==> src/rtl/chan_fifo_pkg.sv <==
// chan_fifo_pkg: shared channel/count types and drop-counter width for chan_fifo
package chan_fifo_pkg;
    localparam int CH_BITS_DEF   = 2;
    localparam int ADDR_BITS_DEF = 3;
    localparam int DROP_W        = 16;
    typedef logic [CH_BITS_DEF-1:0] ch_idx_t;
    typedef logic [ADDR_BITS_DEF:0] cnt_t;
endpackage

==> src/rtl/chan_fifo_ptr.sv <==
// chan_fifo_ptr: per-channel read pointer, write pointer and occupancy count
module chan_fifo_ptr #(
    parameter int ADDR_BITS = 3
) (
    input  logic                 clock,
    input  logic                 reset_n,
    input  logic                 push,
    input  logic                 pop,
    output logic [ADDR_BITS-1:0] rptr,
    output logic [ADDR_BITS-1:0] wptr,
    output logic [ADDR_BITS:0]   count
);
    // pointers wrap naturally; count moves only when push and pop differ
    always_ff @(posedge clock or negedge reset_n) begin
        if (!reset_n) begin
            rptr  <= '0;
            wptr  <= '0;
            count <= '0;
        end else begin
            if (push) wptr <= wptr + 1'b1;
            if (pop) rptr <= rptr + 1'b1;
            count <= (push && !pop) ? count + 1'b1 : (pop && !push) ? count - 1'b1 : count;
        end
    end
endmodule

==> src/rtl/chan_fifo.sv <==
// chan_fifo: multi-channel FIFO over shared storage; CHAN_FIFO_DROP_COUNT_EN adds drop_count
module chan_fifo
    import chan_fifo_pkg::*;
#(
    parameter int WIDTH     = 40,
    parameter int ADDR_BITS = 3,
    parameter int CH_BITS   = 2,
    parameter int AF_LEVEL  = 2**ADDR_BITS - 1
) (
    input  logic                               clock,
    input  logic                               reset_n,
    input  logic                               wen,
    input  logic [CH_BITS-1:0]                 wch,
    input  logic [WIDTH-1:0]                   wdata,
    input  logic                               ren,
    input  logic [CH_BITS-1:0]                 rch,
    output logic [WIDTH-1:0]                   rdata,
    output logic                               rvalid,
    output logic [2**CH_BITS-1:0]              empty,
    output logic [2**CH_BITS-1:0]              full,
    output logic [2**CH_BITS-1:0]              almost_full,
`ifdef CHAN_FIFO_DROP_COUNT_EN
    output logic [DROP_W-1:0]                  drop_count,
`endif
    output logic [2**CH_BITS*(ADDR_BITS+1)-1:0] count
);
    localparam int CHANNELS = 2**CH_BITS;
    localparam int DEPTH    = 2**ADDR_BITS;
    localparam int CW       = ADDR_BITS + 1;
    localparam logic [CW-1:0] FULL_CNT = CW'(DEPTH);
    localparam logic [CW-1:0] AF_CNT   = CW'(AF_LEVEL);

    logic [WIDTH-1:0]     mem [CHANNELS*DEPTH];
    logic [ADDR_BITS-1:0] rptr [CHANNELS];
    logic [ADDR_BITS-1:0] wptr [CHANNELS];
    logic [CHANNELS-1:0]  push, pop;
    logic                 same, r_ok, w_ok, bypass;

    // acceptance: a same-channel read frees a full slot and feeds an empty one
    always_comb begin
        same   = wch == rch;
        r_ok   = ren && (!empty[rch] || (wen && same));
        w_ok   = wen && (!full[wch] || (same && r_ok));
        bypass = r_ok && w_ok && same && empty[rch];
    end

    for (genvar c = 0; c < CHANNELS; c++) begin : g_ch
        assign push[c] = w_ok && !bypass && wch == CH_BITS'(c);
        assign pop[c]  = r_ok && !bypass && rch == CH_BITS'(c);
        chan_fifo_ptr #(.ADDR_BITS(ADDR_BITS)) u_ptr (
            .clock   (clock),
            .reset_n (reset_n),
            .push    (push[c]),
            .pop     (pop[c]),
            .rptr    (rptr[c]),
            .wptr    (wptr[c]),
            .count   (count[c*CW +: CW])
        );
        assign empty[c]       = count[c*CW +: CW] == '0;
        assign full[c]        = count[c*CW +: CW] == FULL_CNT;
        assign almost_full[c] = count[c*CW +: CW] >= AF_CNT;
    end

    // storage is not reset; bypassed writes never touch it
    always_ff @(posedge clock) begin
        if (w_ok && !bypass) mem[{wch, wptr[wch]}] <= wdata;
    end

    // registered read port; the head is read before a same-edge write lands
    always_ff @(posedge clock or negedge reset_n) begin
        if (!reset_n) begin
            rdata  <= '0;
            rvalid <= 1'b0;
        end else begin
            rvalid <= r_ok;
            if (r_ok) rdata <= bypass ? wdata : mem[{rch, rptr[rch]}];
        end
    end

`ifdef CHAN_FIFO_DROP_COUNT_EN
    // saturating count of rejected writes
    always_ff @(posedge clock or negedge reset_n) begin
        if (!reset_n) drop_count <= '0;
        else if (wen && !w_ok && drop_count != '1) drop_count <= drop_count + 1'b1;
    end
`endif
endmodule

==> config.mk <==
export PLATFORM = sky130hd
export DESIGN_NAME = chan_fifo
export DESIGN_NICKNAME = d
export VERILOG_FILES = /design/src/rtl/chan_fifo_pkg.sv /design/src/rtl/chan_fifo_ptr.sv /design/src/rtl/chan_fifo.sv
export SDC_FILE = /design/constraint.sdc
export NUM_CORES = 2
export LEC_CHECK = 0
export ABC_AREA = 1
export BUFFER_PORTS_ARGS = -buffer_cell sky130_fd_sc_hd__clkbuf_2
export CORE_ASPECT_RATIO = 1.4
export CORE_MARGIN = 1
export CORE_UTILIZATION = 50
export DETAILED_ROUTE_END_ITERATION = 10
export PLACE_DENSITY = 0.66
export SLEW_MARGIN = 15
export SYNTH_ARGS = -nofsm -noshare
export SYNTH_HDL_FRONTEND = slang
export SYNTH_SLANG_ARGS = --single-unit
==> constraint.sdc <==
create_clock -name clock -period 5.99 [get_ports clock]
set_clock_uncertainty 0.15 [all_clocks]
set_input_delay 1.198 -clock clock [delete_from_list [all_inputs] [get_ports clock]]
set_output_delay 1.198 -clock clock [all_outputs]
set_load 0.03 [all_outputs]
==> out/qor.yml <==
start_util_pct: 50.5
hpwl_um: 79400
leakage_nw: 26.0
min_to: "rdata[11]$_DFFE_PN0P_"
synthMostInstantiatedCell: "edfxtp_1"
io_buffers: 116
dp_cells: 6847
hold_buffers: 0
period_share_pct: 64.4
fill_cells: 9938
vdd_ir_drop_max_v: 0.000450
cp_cell_sequence: "nor4_1, nand2_1, nand3b_4, o21ai_0, nand3_1, nand2_1, nand3_1, inv_1, ha_1, inv_1, ha_1, a21o_1, a21oi_1, nand2_1, nand2_1, nor2_1, xor2_1"
clk_pin_slew_ps: 60
max_freq_mhz: 259
drive_above_1_share_pct: 7.84
synth-edff-count: 1280
min_from: "rdata[11]$_DFFE_PN0P_"
relSlewSlack_pct: 26.2
cts_tree: "built"
vias: 40797
drtPass1Iterations: 6
rsz0062_at_grt: "no"
slowest_stage: "nor4_1"
clk_latency_ps: 770
die_w_um: 295
drc: 0
hold_path_class: "register to register"
h-tree-depth: 3
clock_path_buffers: 3
critical_path_class: "register to register"
grt_overflow_total: 0
via_per_inst: 5.77
whs_path_depth: 2
path_buf_inv: 2
final-max-slew-violation-count: 0
synth.ff_latch_count: 1361
synth_top_cell_by_area: "edfxtp_1"
synthToLayoutAreaGrowth_pct: 9.87
routabilityCongestion: 0.828
critPathMaxFanout: 17
crit_path_frequent_cell: "nand2_1"
required_ps: 6470
met2_usage_pct: 45.2
r2r_start: "g_ch[1].u_ptr.count[1]$_DFFE_PN0P_"
grt_usage_pct: 27.3
grt_pass1_vias: 39624
cap_violations: 0
fin_util_pct: 55.4
worst_r2r_endpoint: "g_ch[1].u_ptr.count[3]$_DFFE_PN0P_"
seq_area_frac_synth_pct: 67.2
r2r_slack_ps: 2130
crit_arrival_ps: 4340
routedWlPerCell_um: 23.3
num_rows: 150
final_cell_count_no_fill: 7074
setup_tns_ps: 0
final_nets: 5444
yosysUniqueCellTypes: 36
synthFlopType: "edfxtp_1"
path_delay_family: "simple AND/OR/NAND/NOR gates"
hold_viol: 0
syn-cell-area_mm2: 0.0602
hold_ws_ps: 338
numCtsBuffers: 119
drt_wl_total_um: 165000
synth_area_leaders: "edfxtp_1 (64%), nand3_1 (10%), nand2_1 (6.0%)"
synth_top_area_share_pct: 63.8
syn_avg_cell_area_um2: 11.2
grt_util_met1_pct: 35.8
io-pin-count: 117
drt_iter0_markers: 4054
cts_setup_buffers: 0
end_kind: "register"
setup_viol: 0
grt_busiest_layer: "met2"
grtUsageMet3_pct: 4.45
dieArea_mm2: 0.122
core_mm2: 0.119
cts_resized: 0
die_h_um: 413
critPathLaunchType: "register"
yosys-top-cells-count: "edfxtp_1 (1280), nand3_1 (1215), nand2_1 (965)"
ys_async_sr_fraction_pct: 5.95
antenna_found_initial: 9
cts_num_sinks: 1361
synth_nets: 5470
r2r_cells: 17
powerDensity_mw_per_mm2: 402
ys_warn_count: 0
status: "complete, no violations"
grt_max_degree: 208
synthCells: 5398
tightest_slew_ps: 1110
ant_nets: 0
period_needed_ps: 3860
grt_pass1_wl_um: 247000
cts-root-buf: "clkbuf_16"
max_stage_delay_ps: 650
sequential cells by signal, indices dropped and copies added (netlist names):
name / count
g_ch.u_ptr.rptr: 12
mem: 1280
rdata: 40
g_ch.u_ptr.count: 16
rvalid: 1
g_ch.u_ptr.wptr: 12
power breakdown:
group / internal (mW) / switching (mW)
sequential: 11.0 / 0.432
clock: 4.23 / 3.45
combinational: 2.15 / 5.34
how the worst max path moves through the flow:
stage / to / depth (start not counted) / startpoint
global placement: rdata[37]$_DFFE_PN0P_ / 15 / rch[1]
floorplan: mem[23][0]$_DFFE_PP_ / 12 / rch[0]
finish: g_ch[1].u_ptr.count[3]$_DFFE_PN0P_ / 17 / g_ch[1].u_ptr.count[1]$_DFFE_PN0P_
CTS: g_ch[0].u_ptr.count[3]$_DFFE_PN0P_ / 17 / g_ch[1].u_ptr.count[1]$_DFFE_PN0P_
global route: g_ch[0].u_ptr.count[3]$_DFFE_PN0P_ / 17 / g_ch[1].u_ptr.count[1]$_DFFE_PN0P_
detailed placement: mem[22][11]$_DFFE_PP_ / 10 / rch[1]
worst min-delay path: stages (launching register included):
cell	delay (ps)
dfrtp_1	350
nand2_1	60
nand2_1	50
per-stage QoR:
step / total power, mW / cell area (um^2) / setup WS (ps)
floorplan: 16.7 / 60200 / 196
global placement: 19.0 / 62300 / 1530
detailed placement: 19.1 / 62300 / 1450
CTS: 26.6 / 66200 / 2100
global route: 27.8 / 66200 / 1760
finish: 26.6 / 66200 / 2130
placed cells by master, fill, tap and decap left out, types with 5 or more instances in the layout:
cell       instances
or2_1             39
nand4_1           13
xnor2_1           16
buf_12            27
dfrtp_1           81
clkbuf_16        120
xor2_1            10
nand2_1          963
nor2_1            21
a21oi_1           48
o21ai_0           48
inv_1            713
clkbuf_2         115
clkbuf_8          16
clkinv_2          21
diode_2            5
bufinv_16          8
o21bai_1          40
ha_1              20
buf_4             61
clkbuf_1          32
nor3_2            32
edfxtp_1        1280
nand3_1         1215
nor4_1             6
clkinv_1          15
nand3b_1         467
inv_6              5
area by class of cell:
class	instances	area, um^2	share of cell area [%]
flip-flops and latches	1361	40500	61.1
multi-input cells	2968	15600	23.5
clock buffers	168	3340	5.05
inverters	719	2710	4.09
well taps	1596	2000	3.02
repair buffers	203	1570	2.38
clock inverters	54	512	0.773
diodes	5	12.5	0.0189
layer usage:
layer	routed length (um)	share of wire, %
met1	65000	39
met2	79500	48
met3	14200	8.6
met4	6420	3.9
met5	41	0.025
cells by family (layout without fill, tap and decap cells):
| group | Yosys count | count (layout) | synth area share, % |
|---|---|---|---|
| AO/OA/AOI/OAI | 149 | 149 | 1.45 |
| adder cells (fa/ha/maj) | 24 | 24 | 0.548 |
| other | 0 | 5 | 0 |
| buffers and inverters | 1069 | 1144 | 7.34 |
| flip-flops | 1361 | 1361 | 67.2 |
| XOR/XNOR | 26 | 26 | 0.378 |
| AND/OR/NAND/NOR | 2769 | 2769 | 23.1 |
Power figures use the tool's default switching activity.
